`config.mk`:
```
export PLATFORM = sky130hd
export DESIGN_NAME = sseg_bcd_feeder_flat
export DESIGN_NICKNAME = d
export VERILOG_FILES = /design/src/rtl/sseg_bcd_feeder_if.sv /design/src/rtl/sseg_bcd_feeder.sv /design/src/flat_wrapper.sv
export SDC_FILE = /design/constraint.sdc
export NUM_CORES = 1
export LEC_CHECK = 0
export CORE_MARGIN = 4
export CORE_UTILIZATION = 50
export DETAILED_ROUTE_END_ITERATION = 7
export PLACE_DENSITY_LB_ADDON = 0.3
export REMOVE_ABC_BUFFERS = 1
export SLEW_MARGIN = 20
export SYNTH_ARGS = -nofsm -noshare
export SYNTH_HDL_FRONTEND = slang
export SYNTH_SLANG_ARGS = --single-unit
```
`constraint.sdc`:
```
create_clock -name clk -period 2.02 [get_ports clk]
set_input_delay 0.303 -clock clk [delete_from_list [all_inputs] [get_ports clk]]
set_output_delay 0.303 -clock clk [all_outputs]
set_load 0.01 [all_outputs]
```
`src/rtl/sseg_bcd_feeder_if.sv`:
```
// Handshake and result bundle between a conversion requester and sseg_bcd_feeder.
// The scan controller taps data and tc_led from the same bundle.
interface sseg_bcd_feeder_if;
  logic        start;
  logic [31:0] value;
  logic        busy;
  logic        done;
  logic [31:0] data;
  logic        ovf;
  logic        tc_led;

  modport master (
    output start,
    output value,
    input  busy,
    input  done,
    input  data,
    input  ovf,
    input  tc_led
  );

  modport slave (
    input  start,
    input  value,
    output busy,
    output done,
    output data,
    output ovf,
    output tc_led
  );
endinterface

```
`src/rtl/sseg_bcd_feeder.sv`:
```
// 32-bit binary to 8-digit BCD converter (sequential double-dabble, one bit per clock)
// with leading-zero blanking, overflow display and a free-running scan tick.
module sseg_bcd_feeder #(
  parameter int REFRESH_DIV = 100000,
  parameter bit LZB         = 1'b1
) (
  input logic              clk,
  input logic              reset,
  sseg_bcd_feeder_if.slave bus
);
  localparam int          CW         = (REFRESH_DIV > 1) ? $clog2(REFRESH_DIV) : 1;
  localparam logic [CW-1:0] TICK_LAST = CW'(REFRESH_DIV - 1);
  localparam logic [31:0] RESET_DATA = LZB ? 32'hFFFF_FFF0 : 32'h0000_0000;
  localparam logic [31:0] OVF_DATA   = 32'hFFFF_FFFE;
  localparam logic [31:0] BCD_MAX    = 32'd99_999_999;

  typedef enum logic [1:0] {IDLE, CONV, FIN} state_t;

  state_t        state_q, state_d;
  logic [31:0]   shift_q, shift_d;
  logic [31:0]   acc_q, acc_d;
  logic [31:0]   data_q, data_d;
  logic [4:0]    bit_cnt_q, bit_cnt_d;
  logic          ovf_pend_q, ovf_pend_d;
  logic          ovf_q, ovf_d;
  logic          done_q, done_d;
  logic [CW-1:0] tick_q, tick_d;
  logic [31:0]   acc_adj;
  logic [31:0]   acc_blank;
  logic          all_zero;

  // Double-dabble correction: any nibble >= 5 gets +3 before the shift.
  generate
    for (genvar gi = 0; gi < 8; gi++) begin : g_adj
      logic [3:0] nib;
      assign nib = acc_q[gi*4 +: 4];
      assign acc_adj[gi*4 +: 4] = (nib >= 4'd5) ? (nib + 4'd3) : nib;
    end
  endgenerate

  // Walk from the most significant digit down; blank while everything above is zero.
  always_comb begin
    acc_blank = acc_q;
    all_zero  = 1'b1;
    for (int k = 7; k >= 1; k--) begin
      all_zero = all_zero && (acc_q[k*4 +: 4] == 4'd0);
      if (LZB && all_zero) begin
        acc_blank[k*4 +: 4] = 4'hF;
      end
    end
  end

  always_ff @(posedge clk) begin
    if (reset) begin
      state_q    <= IDLE;
      shift_q    <= '0;
      acc_q      <= '0;
      data_q     <= RESET_DATA;
      bit_cnt_q  <= '0;
      ovf_pend_q <= 1'b0;
      ovf_q      <= 1'b0;
      done_q     <= 1'b0;
      tick_q     <= '0;
    end else begin
      state_q    <= state_d;
      shift_q    <= shift_d;
      acc_q      <= acc_d;
      data_q     <= data_d;
      bit_cnt_q  <= bit_cnt_d;
      ovf_pend_q <= ovf_pend_d;
      ovf_q      <= ovf_d;
      done_q     <= done_d;
      tick_q     <= tick_d;
    end
  end

  always_comb begin
    state_d = state_q;
    case (state_q)
      IDLE:    if (bus.start) state_d = CONV;
      CONV:    if (bit_cnt_q == 5'd31) state_d = FIN;
      FIN:     state_d = IDLE;
      default: state_d = IDLE;
    endcase
  end

  always_comb begin
    shift_d    = shift_q;
    acc_d      = acc_q;
    data_d     = data_q;
    bit_cnt_d  = bit_cnt_q;
    ovf_pend_d = ovf_pend_q;
    ovf_d      = ovf_q;
    done_d     = 1'b0;
    case (state_q)
      IDLE: begin
        if (bus.start) begin
          shift_d    = bus.value;
          acc_d      = '0;
          bit_cnt_d  = '0;
          ovf_pend_d = (bus.value > BCD_MAX);
        end
      end
      CONV: begin
        acc_d     = {acc_adj[30:0], shift_q[31]};
        shift_d   = {shift_q[30:0], 1'b0};
        bit_cnt_d = bit_cnt_q + 5'd1;
      end
      FIN: begin
        data_d = ovf_pend_q ? OVF_DATA : acc_blank;
        ovf_d  = ovf_pend_q;
        done_d = 1'b1;
      end
      default: ;
    endcase
  end

  always_comb begin
    tick_d = (tick_q == TICK_LAST) ? '0 : (tick_q + CW'(1));
  end

  always_comb begin
    bus.busy   = (state_q != IDLE);
    bus.done   = done_q;
    bus.data   = data_q;
    bus.ovf    = ovf_q;
    bus.tc_led = (tick_q == TICK_LAST);
  end
endmodule

```
`src/flat_wrapper.sv`:
```
// flat-port wrapper written by rule: the top's interface ports become plain ports
module sseg_bcd_feeder_flat 
#(
  parameter int REFRESH_DIV = 100000,
  parameter bit LZB         = 1'b1
)
  (clk, reset, bus_start, bus_value, bus_busy, bus_done, bus_data, bus_ovf, bus_tc_led);
  sseg_bcd_feeder_if bus_i ();
  input logic clk;
  input logic reset;
  input wire logic [$bits(bus_i.start)-1:0] bus_start;
  input wire logic [$bits(bus_i.value)-1:0] bus_value;
  output wire logic [$bits(bus_i.busy)-1:0] bus_busy;
  output wire logic [$bits(bus_i.done)-1:0] bus_done;
  output wire logic [$bits(bus_i.data)-1:0] bus_data;
  output wire logic [$bits(bus_i.ovf)-1:0] bus_ovf;
  output wire logic [$bits(bus_i.tc_led)-1:0] bus_tc_led;
  assign bus_i.start = bus_start;
  assign bus_i.value = bus_value;
  assign bus_busy = bus_i.busy;
  assign bus_done = bus_i.done;
  assign bus_data = bus_i.data;
  assign bus_ovf = bus_i.ovf;
  assign bus_tc_led = bus_i.tc_led;
  sseg_bcd_feeder #(.REFRESH_DIV(REFRESH_DIV), .LZB(LZB)) u_core (.clk(clk), .reset(reset), .bus(bus_i));
endmodule
```
==> results by stage <==
Run status:
- The run finished, with violations left.
- The final reports fail on negative setup slack.

Route:
- The ratio of routed vias to standard cells is 5.680.
- The number of antenna-violating nets in the routed design is 0.
- The number of search-and-repair iterations in the first detailed-routing pass is 4.
- The number of DRC violations after detailed-routing iteration 0 is 269.
- The average routed wire per standard cell is 15.78 µm.
- Detailed routing inserted a total of 4,856 vias.
- The total wire length is 13.49 mm.
- The number of remaining DRC errors is 0.

Floorplanning:
- The height of the die is 111.7 µm.
- The number of placement rows is 37.
- The total area inside the core boundary comes to 10,420 µm².
- Measured along the x axis, the die boundary spans 111.7 µm.
- The number of top-level design ports is 71.
- The initial utilization of the core area, before any placement, comes to 51.64%.
- The die covers 12,480 µm².

Logic synthesis:
- The total number of yosys warnings is 0.
- The share of async-settable or async-resettable flops after synthesis is 0%.
- Yosys mapped a number of flops with a built-in enable equal to 0.
- The flop and latch count out of synthesis is 123.
- Each instance of the synthesized netlist takes up on average 8.935 µm².
- The netlist area before placement is 5379 µm².
- The main flop type after synthesis is sky130_fd_sc_hd__dfxtp_1.
- The share of synthesized area occupied by flip-flops and latches is 45.78%.
- Counting every instance in the synthesized netlist gives 602.
- The number of different library cells used by synthesis comes to 51.

Pwr:
- The power per cell area is 826.5 nW/µm².
- In this run, the combinational gates consume 6.6% of the power.
- The cell-internal power is 4580 µW.
- Summed over all nets, the switching power comes to 1344 µW.
- Across the VDD grid, the largest voltage drop is 0.4558 mV.
- The static power due to leakage is 0.002879 µW.
- The clock network burns 50.3% of the power.
- The share of total power dissipated in sequential elements is 43.1%.
- Net switching is 22.68% of the power.

Clock network:
- Clock-pin slew was measured on the worst setup and hold paths at 0.06 ns.
- The count of H-tree levels built during CTS is 4.
- The library cell used as clock root buffer is sky130_fd_sc_hd__clkbuf_8.
- Clock latency on the worst-skew pair, taken at its later pin, is 0.51 ns.
- The number of buffers created by CTS is 17.
- The clock net sink count is 123.
- The clock tree from TritonCTS is built.
- The deepest clock path buffer count is 2.

Global routing:
- Entering global routing, the biggest net connects 34 pins.
- The number of antenna violations at the first check in global routing is 0.
- Global routing finished with a remaining overflow of 0.
- The number of global-route vias before repair came to 4,945.
- The first global-routing pass estimated 22.75 mm of wire.
- In the global route stage, overall resource usage came out at 21.73%.

Critical path:
- The critical path data required time is 2.48 ns.
- The setup check on the worst reg-to-reg path leaves a slack of -0.1 ns.
- The highest net fanout along the worst path is 5.
- The critical path data arrival time is 2.57 ns.
- STA classifies the critical path endpoint as a register.
- STA classifies the critical path startpoint as a register.
- The kind of cell adding the most delay to the critical path is simple AND/OR/NAND/NOR gates.
- The number of buffers and inverters on the critical path is 1.
- On the critical path, the stage with the largest delay is an instance of sky130_fd_sc_hd__or4_4.
- The critical path class is reg2reg.
- The critical path goes through inv_2 -> ha_4 -> or3b_4 -> or4_4 -> o41ai_4 -> o22a_1.
- On the worst path, the slowest cell contributes a delay of 0.61 ns.

STA:
- The clock period minus final worst setup slack is 2.116 ns.
- For the final database, setup skew stands at 0.009992 ns.
- Setup repair after global routing could not meet its margin everywhere.
- The worst max-slew margin expressed relative to the limit is 39.73%.
- The tightest hold path in the finished design has a slack of 0.2638 ns.
- The hold violation total from the final report is 0.
- For the pin with the worst max-slew slack, the measured transition is 0.9007 ns.
- The maximum operating frequency is 0.4727 GHz.
- The count of endpoints failing setup in the final report is 4.
- The count of pins over their slew limit came to 0.
- The post-layout worst setup margin is -0.09572 ns.
- In the finished design, the share of the clock period the worst path needs comes to 104.7%.

Final layout:
- The number of nets in the layout is 766.
- The most common cell after layout, fill and taps aside is sky130_fd_sc_hd__nor2_1.
- The footprint of the flip-flops and latches is 2477 µm².
- The antenna diode count is 0.
- In the final layout, the multi-input gates occupy 2791 µm².
- The relative area change from synthesis to final layout is 33.24%.
- The filler cell count is 775.
- Cells with a size suffix above 1 make up 16.13% of the layout.
- The library cells used most frequently in the layout, excluding fill and tap cells, are sky130_fd_sc_hd__nor2_1, sky130_fd_sc_hd__dfxtp_1, sky130_fd_sc_hd__clkdlybuf4s50_1.
- The finished layout holds 855 standard cells, fillers aside.

Place:
- Once detailed placement completed, the half-perimeter wirelength came to 9.000 mm.
- The port buffer count is 70.
- The total placed cells including tap cells is 819.
- At the end of routability-driven placement, the weighted congestion stood at 0.8465.

Flow run:
- The number of max-cap violations is 0.

Hold path:
- The path class of the tightest hold or removal check is in2reg.
==> synth_stat cells (3+ instances only) <==
cell,n,area (µm²)
sky130_fd_sc_hd__o22ai_1,22,137.6
sky130_fd_sc_hd__xor2_1,13,113.9
sky130_fd_sc_hd__nand2_1,9,33.78
sky130_fd_sc_hd__or3_1,4,25.02
sky130_fd_sc_hd__or3b_2,3,26.28
sky130_fd_sc_hd__nor3b_1,4,30.03
sky130_fd_sc_hd__nand4_1,8,50.05
sky130_fd_sc_hd__nor3_1,7,35.03
sky130_fd_sc_hd__o32ai_1,5,43.79
sky130_fd_sc_hd__o311ai_0,4,35.03
sky130_fd_sc_hd__inv_1,21,78.83
sky130_fd_sc_hd__nand3_1,12,60.06
sky130_fd_sc_hd__o211ai_1,5,37.54
sky130_fd_sc_hd__nand2b_1,23,143.9
sky130_fd_sc_hd__ha_1,25,312.8
sky130_fd_sc_hd__o22a_1,15,131.4
sky130_fd_sc_hd__xnor2_1,9,78.83
sky130_fd_sc_hd__and3_1,6,37.54
sky130_fd_sc_hd__o21ai_0,7,35.03
sky130_fd_sc_hd__dfxtp_1,123,2462
sky130_fd_sc_hd__mux2i_1,8,80.08
sky130_fd_sc_hd__or3b_1,3,26.28
sky130_fd_sc_hd__clkbuf_1,32,120.1
sky130_fd_sc_hd__nor4_1,33,206.5
sky130_fd_sc_hd__nor2_1,125,469.2
sky130_fd_sc_hd__a21oi_1,19,95.09
sky130_fd_sc_hd__o31ai_1,8,60.06
sky130_fd_sc_hd__a32o_1,8,80.08
sky130_fd_sc_hd__a22o_1,10,87.58
==> sequential cells by signal, summed over array words and instances (netlist names) <==
signal             cells
u_core.ovf_pend_q      1
u_core.bus.done        1
u_core.shift_q        32
u_core.bus.data       32
u_core.tick_q         17
u_core.state_q         2
u_core.bit_cnt_q       5
u_core.bus.ovf         1
u_core.acc_q          32
==> power by group through the flow <==
stage	Combinational (µW)	Clock, µW	Sequential, µW
2_1_floorplan	200	0	2590
3_3_place_gp	373	0	2590
3_5_place_dp	384	0	2600
4_1_cts	389	3010	2550
5_1_grt	437	3120	2560
6_report	390	2980	2550
==> layer usage <==
layer / routed length, µm / track usage (%) / up-vias
met3: 818 / 5.543 / 17
met5: 0 / 0 / -
met1: 5889 / 26.61 / 2321
met2: 6648 / 37.37 / 153
li1: - / - / 2365
met4: 134 / 6.975 / 0
==> per-stage QoR <==
| stage | util [%] | total power (µW) | setup slack, ns | cell area, µm² | TNS [ns] |
|---|---|---|---|---|---|
| finish | 68.80 | 5923 | -0.09572 | 7167 | -0.2687 |
| global route | 68.80 | 6115 | -0.1354 | 7167 | -0.5255 |
| CTS | 68.42 | 5945 | -0.06691 | 7127 | -0.2340 |
| detailed placement | 61.99 | 2982 | -0.1900 | 6457 | -0.8268 |
| global placement | 61.99 | 2967 | -0.04637 | 6457 | -0.1387 |
| floorplan | - | 2789 | -0.3020 | 5246 | -3.578 |
==> area by class of cell <==
cell class / instances / area share [%]
Sequential cell: 123 / 34.57
Clock inverter: 12 / 2.060
Multi-Input combinational cell: 423 / 38.95
Tap cell: 136 / 2.374
Clock buffer: 20 / 6.075
Timing Repair Buffer: 120 / 14.87
Inverter: 21 / 1.100
==> final timing paths <==
| check | from | end | cells after the start |
|---|---|---|---|
| max reg2reg | u_core.acc_q[28]$_SDFFE_PP0P_ | u_core.bus.data[4]$_SDFFE_PP1P_ | 6 |
| min reg2reg | u_core.shift_q[31]$_SDFFE_PP0P_ | u_core.acc_q[0]$_SDFFE_PP0P_ | 2 |
| max | u_core.acc_q[28]$_SDFFE_PP0P_ | u_core.bus.data[4]$_SDFFE_PP1P_ | 6 |
| min | reset | u_core.bit_cnt_q[0]$_SDFFE_PP0P_ | 3 |
==> cells by family (layout without fill, tap and decap cells) <==
family                     after synthesis  after routing  synth area share [%]
xor gates and xnor gates                22             22                 3.582
DFF                                    123            123                 45.78
adders and majority gates               25             25                 5.815
buffers and inverters                   56            173                 3.931
and+or+nand+nor                        251            251                 23.33
AOI/OAI and AO/OA                      116            116                 15.86
muxes                                    9              9                 1.698
==> worst register-to-register path, delay by kind of cell, from the launching register on <==
| family | cells | cell delay [ns] |
|---|---|---|
| simple gates | 2 | 0.98 |
| compound gates | 2 | 0.54 |
| flops | 1 | 0.33 |
| fa+ha+maj | 1 | 0.14 |
| buf+inv | 1 | 0.08 |
==> what timing repair did <==
item	4_1_cts	5_1_grt
setup buffers	3	1
setup endpoints to repair	14	12
hold buffers	0	0
resized for setup	25	12
pin swaps	2	3
No activity file was read; power rests on OpenSTA's default activity.
